$ cat src/rtl/demux16_pkg.sv
// Shared constants for the 1-to-16 stream demux.
package demux16_pkg;
  localparam int NCH       = 16;
  localparam int SEL_W     = 4;
  localparam int OCC_W     = 5;
  localparam int DEF_WIDTH = 32;
endpackage

$ cat src/rtl/demux16_slot.sv
// One-entry channel holding register; a fill wins over a same-cycle drain.
module demux16_slot #(
  parameter int WIDTH = 32
) (
  input  logic             clock,
  input  logic             reset_n,
  input  logic             fill,
  input  logic             take,
  input  logic [WIDTH-1:0] din,
  output logic             vld,
  output logic [WIDTH-1:0] dout
);

  always_ff @(posedge clock or negedge reset_n) begin
    if (!reset_n) begin
      vld  <= 1'b0;
      dout <= '0;
    end else if (fill) begin
      vld  <= 1'b1;
      dout <= din;
    end else if (vld && take) begin
      vld  <= 1'b0;
    end
  end

endmodule

$ cat src/rtl/demux_16_stream.sv
// 1-to-16 registered scatter unit with per-channel valid/ready.
// Optional broadcast load of all channels under DEMUX16_BCAST_EN.
import demux16_pkg::*;

module demux_16_stream #(
  parameter int WIDTH = DEF_WIDTH
) (
  input  logic                 clock,
  input  logic                 reset_n,
  input  logic                 in_valid,
  output logic                 in_ready,
  input  logic [SEL_W-1:0]     select,
  input  logic [WIDTH-1:0]     in_data,
  output logic [NCH-1:0]       out_valid,
  input  logic [NCH-1:0]       out_ready,
  output logic [NCH*WIDTH-1:0] out_data,
`ifdef DEMUX16_BCAST_EN
  input  logic                 in_bcast,
`endif
  output logic [OCC_W-1:0]     occupancy
);

  logic [NCH-1:0]   slot_free;
  logic [NCH-1:0]   wr_en;
  logic             accept;
  logic             bcast;
  logic [OCC_W-1:0] drain_cnt;
  logic [OCC_W-1:0] occ_nxt;

`ifdef DEMUX16_BCAST_EN
  assign bcast = in_valid & in_bcast;
`else
  assign bcast = 1'b0;
`endif

  // A slot can take a word if empty or being emptied this same cycle.
  assign slot_free = ~out_valid | out_ready;
  assign in_ready  = bcast ? (&slot_free) : slot_free[select];
  assign accept    = in_valid & in_ready;

  always_comb begin
    wr_en = '0;
    if (accept) wr_en = bcast ? '1 : (NCH'(1) << select);
  end

  generate
    for (genvar i = 0; i < NCH; i++) begin : g_slot
      demux16_slot #(.WIDTH(WIDTH)) u_slot (
        .clock   (clock),
        .reset_n (reset_n),
        .fill    (wr_en[i]),
        .take    (out_ready[i]),
        .din     (in_data),
        .vld     (out_valid[i]),
        .dout    (out_data[i*WIDTH +: WIDTH])
      );
    end
  endgenerate

  // Refill of a draining slot nets to zero: +1 fill, -1 drain.
  always_comb begin
    drain_cnt = '0;
    for (int i = 0; i < NCH; i++)
      drain_cnt = drain_cnt + OCC_W'(out_valid[i] & out_ready[i]);
    occ_nxt = occupancy + OCC_W'(accept) - drain_cnt;
    if (accept && bcast) occ_nxt = OCC_W'(NCH);
  end

  always_ff @(posedge clock or negedge reset_n) begin
    if (!reset_n) occupancy <= '0;
    else          occupancy <= occ_nxt;
  end

endmodule

$ cat config.mk
export PLATFORM = sky130hd
export DESIGN_NAME = demux_16_stream
export DESIGN_NICKNAME = d
export VERILOG_FILES = /design/src/rtl/demux16_pkg.sv /design/src/rtl/demux16_slot.sv /design/src/rtl/demux_16_stream.sv
export SDC_FILE = /design/constraint.sdc
export NUM_CORES = 1
export LEC_CHECK = 0
export CORE_AREA = 2 2 232 234
export DETAILED_ROUTE_END_ITERATION = 16
export DIE_AREA = 0 0 234 236
export GPL_TIMING_DRIVEN = 0
export PLACE_DENSITY = 0.69
export SLEW_MARGIN = 20
export SYNTH_ARGS = -nofsm -noshare
export SYNTH_HDL_FRONTEND = slang
export SYNTH_SLANG_ARGS = --single-unit
export TNS_END_PERCENT = 5
$ cat constraint.sdc
create_clock -name clock -period 6.15 [get_ports clock]
set_clock_uncertainty 0.15 [all_clocks]
set_input_delay 0.9225 -clock clock [delete_from_list [all_inputs] [get_ports clock]]
set_output_delay 0.9225 -clock clock [all_outputs]
set_load 0.03 [all_outputs]
* After elaboration in Yosys (flattened, before gate mapping) *
Index checks and enable logic that the tools add are counted.

word-level totals
  word-level logic and storage cells = 138
  register bits after elaboration = 533
  input bits = 55

operators by class
  multiplexer cells = 35
  bitwise logic cells = 19
  add/subtract/negate cells = 17
  order comparisons = 1
  reductions and logical operators = 32
  shifts and indexed selects = 1

operator list
  cell                                                                           count
  5-bit by 1-bit adder with 5-bit output                                         12
  1-bit 2-to-1 mux                                                               33
  2-bit nonzero test                                                             16
  1-bit bitwise AND                                                              17
  1-bit logical AND                                                              16
  16-bit 2-to-1 mux                                                              1
  16-bit NOT                                                                     1
  16-bit bitwise OR                                                              1
  1-bit by 4-bit << shifter with 16-bit output (first input constant)            1
  4-bit by 1-bit adder with 5-bit output                                         1
  4-bit by 5-bit less-than comparator with 1-bit output (second input constant)  1
  5-bit subtractor                                                               1
  3-bit by 1-bit adder with 4-bit output                                         1
  1-bit binary-select mux with 4-bit select                                      1
  2-bit by 1-bit adder with 3-bit output                                         1
  1-bit by 1-bit adder with 2-bit output                                         1

* Logic depth before layout (Yosys ltp) *
  depth in word-level cells = 17
  gate-level depth with buffers = 18
  gate-level depth less buffers = 17

* By module *
From an unflattened synthesis, not the netlist that was laid out.

unflattened totals
  cells, all modules = 1272
  area, all modules = 23281.1 um2

by module, submodules not included
  module           cells each  area an instance (um2)  instances
  demux16_slot     71          1377.6                  16
  demux_16_stream  136         1239.9                  1

* Worst setup path after synthesis *
Ideal clock, no wire load.

  path kind = in2reg
  start point = input select[0]
  end point = register occupancy[4]
  path slack = 0.748 ns
  arrival time = 5.127 ns
  stages = 17
  cell sequence = buf_4 or4b_2 o2111a_1 a221oi_1 a211oi_1 fa_1 inv_1 fa_1 inv_1 fa_1 fa_1 fa_1 inv_1 fa_1 xor2_1 xnor2_1 xnor2_1

on the way
  cells in the longest elaborated chain, start to end = 5

ends and longest elaborated chain
  what                                       RTL line               text
  start, declared                            demux_16_stream.sv:12  input logic [SEL_W-1:0] select,
  1-bit binary-select mux with 4-bit select  demux_16_stream.sv:38  assign in_ready = bcast ? (&slot_free) : slot_free[select];
  1-bit 2-to-1 mux (implied by the code)     demux_16_stream.sv:38
  1-bit bitwise AND                          demux_16_stream.sv:39  assign accept = in_valid & in_ready;
  5-bit by 1-bit adder with 5-bit output     demux_16_stream.sv:65  occ_nxt = occupancy + OCC_W'(accept) - drain_cnt;
  5-bit subtractor                           demux_16_stream.sv:65
  named net occ_nxt[4]                       demux_16_stream.sv:28  logic [OCC_W-1:0] occ_nxt;
  end signal, assigned                       demux_16_stream.sv:71  else occupancy <= occ_nxt;
  end, declared                              demux_16_stream.sv:20  output logic [OCC_W-1:0] occupancy

The timed path passes the listed nets, and every way through them passes these cells. The select of a mux whose other input is x is not followed.
A chain may end at the register's enable or synchronous reset.

* Final worst setup path *
Same ends and word-level chain as after synthesis.

==> results_dict.tcl <==
set metrics [dict create \
    layoutNonFillerInstCount 2686 \
    pin_count 589 \
    synthAdderAreaFrac 0.0222 \
    vias 13291 \
    slew_viol_final 0 \
    rows 85 \
    synth-edff-count 0 \
    setup_viol 0 \
    synth-warning-count 0 \
    die_area_sq_um 55200 \
    grt_pass1_vias 13944 \
    tightest_slew_ns 0.682 \
    grt.met2_usage 0.388 \
    status "finished clean" \
    grt_max_degree 98 \
    fin_util 0.563 \
    hold_buffers 0 \
    dr.pass1.iters 4 \
    viasPerCell 4.95 \
    grt.overflow.total 0 \
    power.leakage_uw 0.0133 \
    synth_simple_gate_area_frac 0.0239 \
    wl_um 63400 \
    grt_setup_unrepaired "false" \
    hold_path.class "in -> async" \
    cts_tree "built" \
    gr-usage-all-layers 0.229 \
    holdWs_ns 0.0929 \
    synth_area_sq_um 21000 \
    slew_headroom 0.539 \
    grt_pass1_wl_um 93500 \
    cts_sinks 533 \
    synth_compound_area_frac 0.00286 \
    seq_area_frac_synth 0.634 \
    synthCells 1298 \
    place_hpwl_um 46600 \
    powerDensity_nw_per_um2 433 \
    finalHoldViolCount 0 \
    cp_max_fo 10 \
    synth_flop_cell "dfrtp_1" \
    ys_types 39 \
    async_flop_share 1.00 \
    place_congestion 0.831 \
    die_x_um 234 \
    nFillCells 4256 \
    clock_latency_ns 0.59 \
    drtAntennaViolNets 0 \
    post_dp_cell_area_sq_um 27900 \
    yosys.area_share.xor_xnor 0.00250 \
    stdcell_area_sq_um 29900 \
    synth_top_family_by_area "multiplexers" \
    start_util 0.396 \
    fin_crit_ns 5.60 \
    synth_mux_area_frac 0.278 \
    worstPathArrival_ns 5.97 \
    wire_per_inst_um 23.6 \
    numPortBuffers 587 \
    place_inst 2587 \
    clockRootBuffer "clkbuf_16" \
    nets 2031 \
    fmax_mhz 179 \
    crit_type "in -> reg" \
    layout-drive-gt1-share 0.350 \
    clk_pin_slew_ns 0.06 \
    grt-busiest-layer "met2" \
    cts_resized 0 \
    use_met1 0.283 \
    die_h_um 236 \
    clockBufferDepth 3 \
    synth_area_per_cell_sq_um 16.2 \
    maxCapViolCount 0 \
    synth_fp_nets 1382 \
    use_met3 0.0566 \
    peakVddDrop_mv 0.329 \
    drc 0 \
    synth-seq-cells 533 \
    cp-start-kind "input port" \
    cp.required_ns 6.52 \
    numCtsBuffers 54 \
    postCtsSetupBuffers 0 \
    syn2layout_area_growth_pct 42.0 \
    endpoint_kind "register" \
    antenna_found_initial 2 \
    drt_iter0_markers 417 \
    timing.final.crit_share 0.911 \
    htreeDepth 2 \
    core-area_sq_um 53100 \
]
## layout by cell type, fill, tap and decap left out, drive strengths merged
cell           instances
and2                  10
clkinv                 9
nand2                 18
clkdlybuf4s50        586
fa                    14
a211oi                 1
xor2                   2
nor4b                  1
and3                   2
o2111a                 1
o21ai                  4
a21oi                  1
nand4b                 1
bufinv                 7
nor2b                  1
nor3                   1
mux2i                  1
ha                    15
xnor2                  4
clkinvlp               1
nor4bb                 1
mux2                 512
nand3                 15
or4bb                  1
or4b                   1
dfrtp                533
nor2                   1
mux4                   2
nand4bb                1
diode                  1
a21o                   1
a221oi                 1
buf                   76
clkbuf               112
nor3b                  3
inv                   35
and4b                  1
nor4                   1
nand2b                12
## final timing paths
path	depth (start not counted)	slack, ns	start	end
setup reg to reg	16	1.30	g_slot[12].u_slot.vld$_DFFE_PN0P_	occupancy[4]$_DFF_PN0_
setup / recovery	18	0.55	select[0]	occupancy[4]$_DFF_PN0_
max in group asynchronous	4	4.18	reset_n	g_slot[5].u_slot.dout[8]$_DFFE_PN0P_
hold reg to reg	1	0.35	g_slot[0].u_slot.dout[28]$_DFFE_PN0P_	g_slot[0].u_slot.dout[28]$_DFFE_PN0P_
hold / removal	1	0.09	reset_n	g_slot[1].u_slot.dout[22]$_DFFE_PN0P_
min in group clock	1	0.35	g_slot[0].u_slot.dout[28]$_DFFE_PN0P_	g_slot[0].u_slot.dout[28]$_DFFE_PN0P_
## routing by layer
metal / wire (um) / vias up
li1: - / 5798
met1: 25600 / 6959
met2: 31500 / 426
met3: 4060 / 108
met4: 2230 / 0
met5: 0 / -
## per-stage QoR
stage | total power (uW) | setup WS [ns] | setup TNS [ns]
floorplan | 7280 | 0.748 | 0
global placement | 9400 | -19.03 | -
detailed placement | 9490 | -0.0335 | -0.0335
CTS | 13000 | 0.598 | 0
global route | 13500 | 0.395 | 0
finish | 12900 | 0.550 | 0
## worst max-delay path: stages
cell,delay (ns)
clkdlybuf4s50_1,0.50
buf_4,0.24
or4b_2,0.67
o2111a_1,0.15
a221oi_1,0.37
a211oi_1,0.13
fa_1,0.37
inv_1,0.07
fa_1,0.16
inv_1,0.05
fa_1,0.45
fa_1,0.41
fa_1,0.53
inv_1,0.06
fa_1,0.42
xor2_1,0.16
xnor2_1,0.18
xnor2_1,0.13
## sequential cells by signal, summed over array words and instances, names as in the netlist
signal              count
g_slot.u_slot.dout    512
g_slot.u_slot.vld      16
occupancy               5
## cells by family after synthesis
kind of cell               count (synthesis)
and+or+nand+nor                           71
AOI/OAI and AO/OA                          9
xor gates and xnor gates                   6
DFF                                      533
muxes                                    515
buffers and inverters                    135
adders and majority gates                 29
## synth_stat cells (all sizes together) (2+ instances only)
library cell	number	area, sq um
nor3b	3	37.5
buf	69	524
and2	10	62.6
o21ai	4	20.0
clkbuf	34	128
ha	15	188
inv	32	120
and3	2	12.5
nand2b	12	75.1
nand3	15	135
mux2	512	5780
dfrtp	533	13300
nand2	18	67.6
mux4	2	45.0
fa	14	280
xnor2	4	35.0
xor2	2	17.5
## report_power, final
| part | switching, uW | internal, uW | total [uW] |
|---|---|---|---|
| Sequential | 429 | 4290 | 4720 |
| Clock | 1390 | 2110 | 3500 |
| Combinational | 2640 | 2060 | 4690 |
## final cells by class
| cell class | instances | area (sq um) | area share |
|---|---|---|---|
| multi-input combinational | 630 | 6920 | 0.232 |
| inverter | 32 | 120 | 0.00402 |
| timing repair buffer | 593 | 6050 | 0.203 |
| clock inverter | 20 | 292 | 0.00976 |
| clock buffer | 78 | 1610 | 0.0540 |
| buffer | 103 | 652 | 0.0218 |
| tap | 696 | 871 | 0.0292 |
| sequential | 533 | 13300 | 0.447 |
| antenna | 1 | 2.50 | 0.0000838 |
No activity file was read; power rests on OpenSTA's default activity.
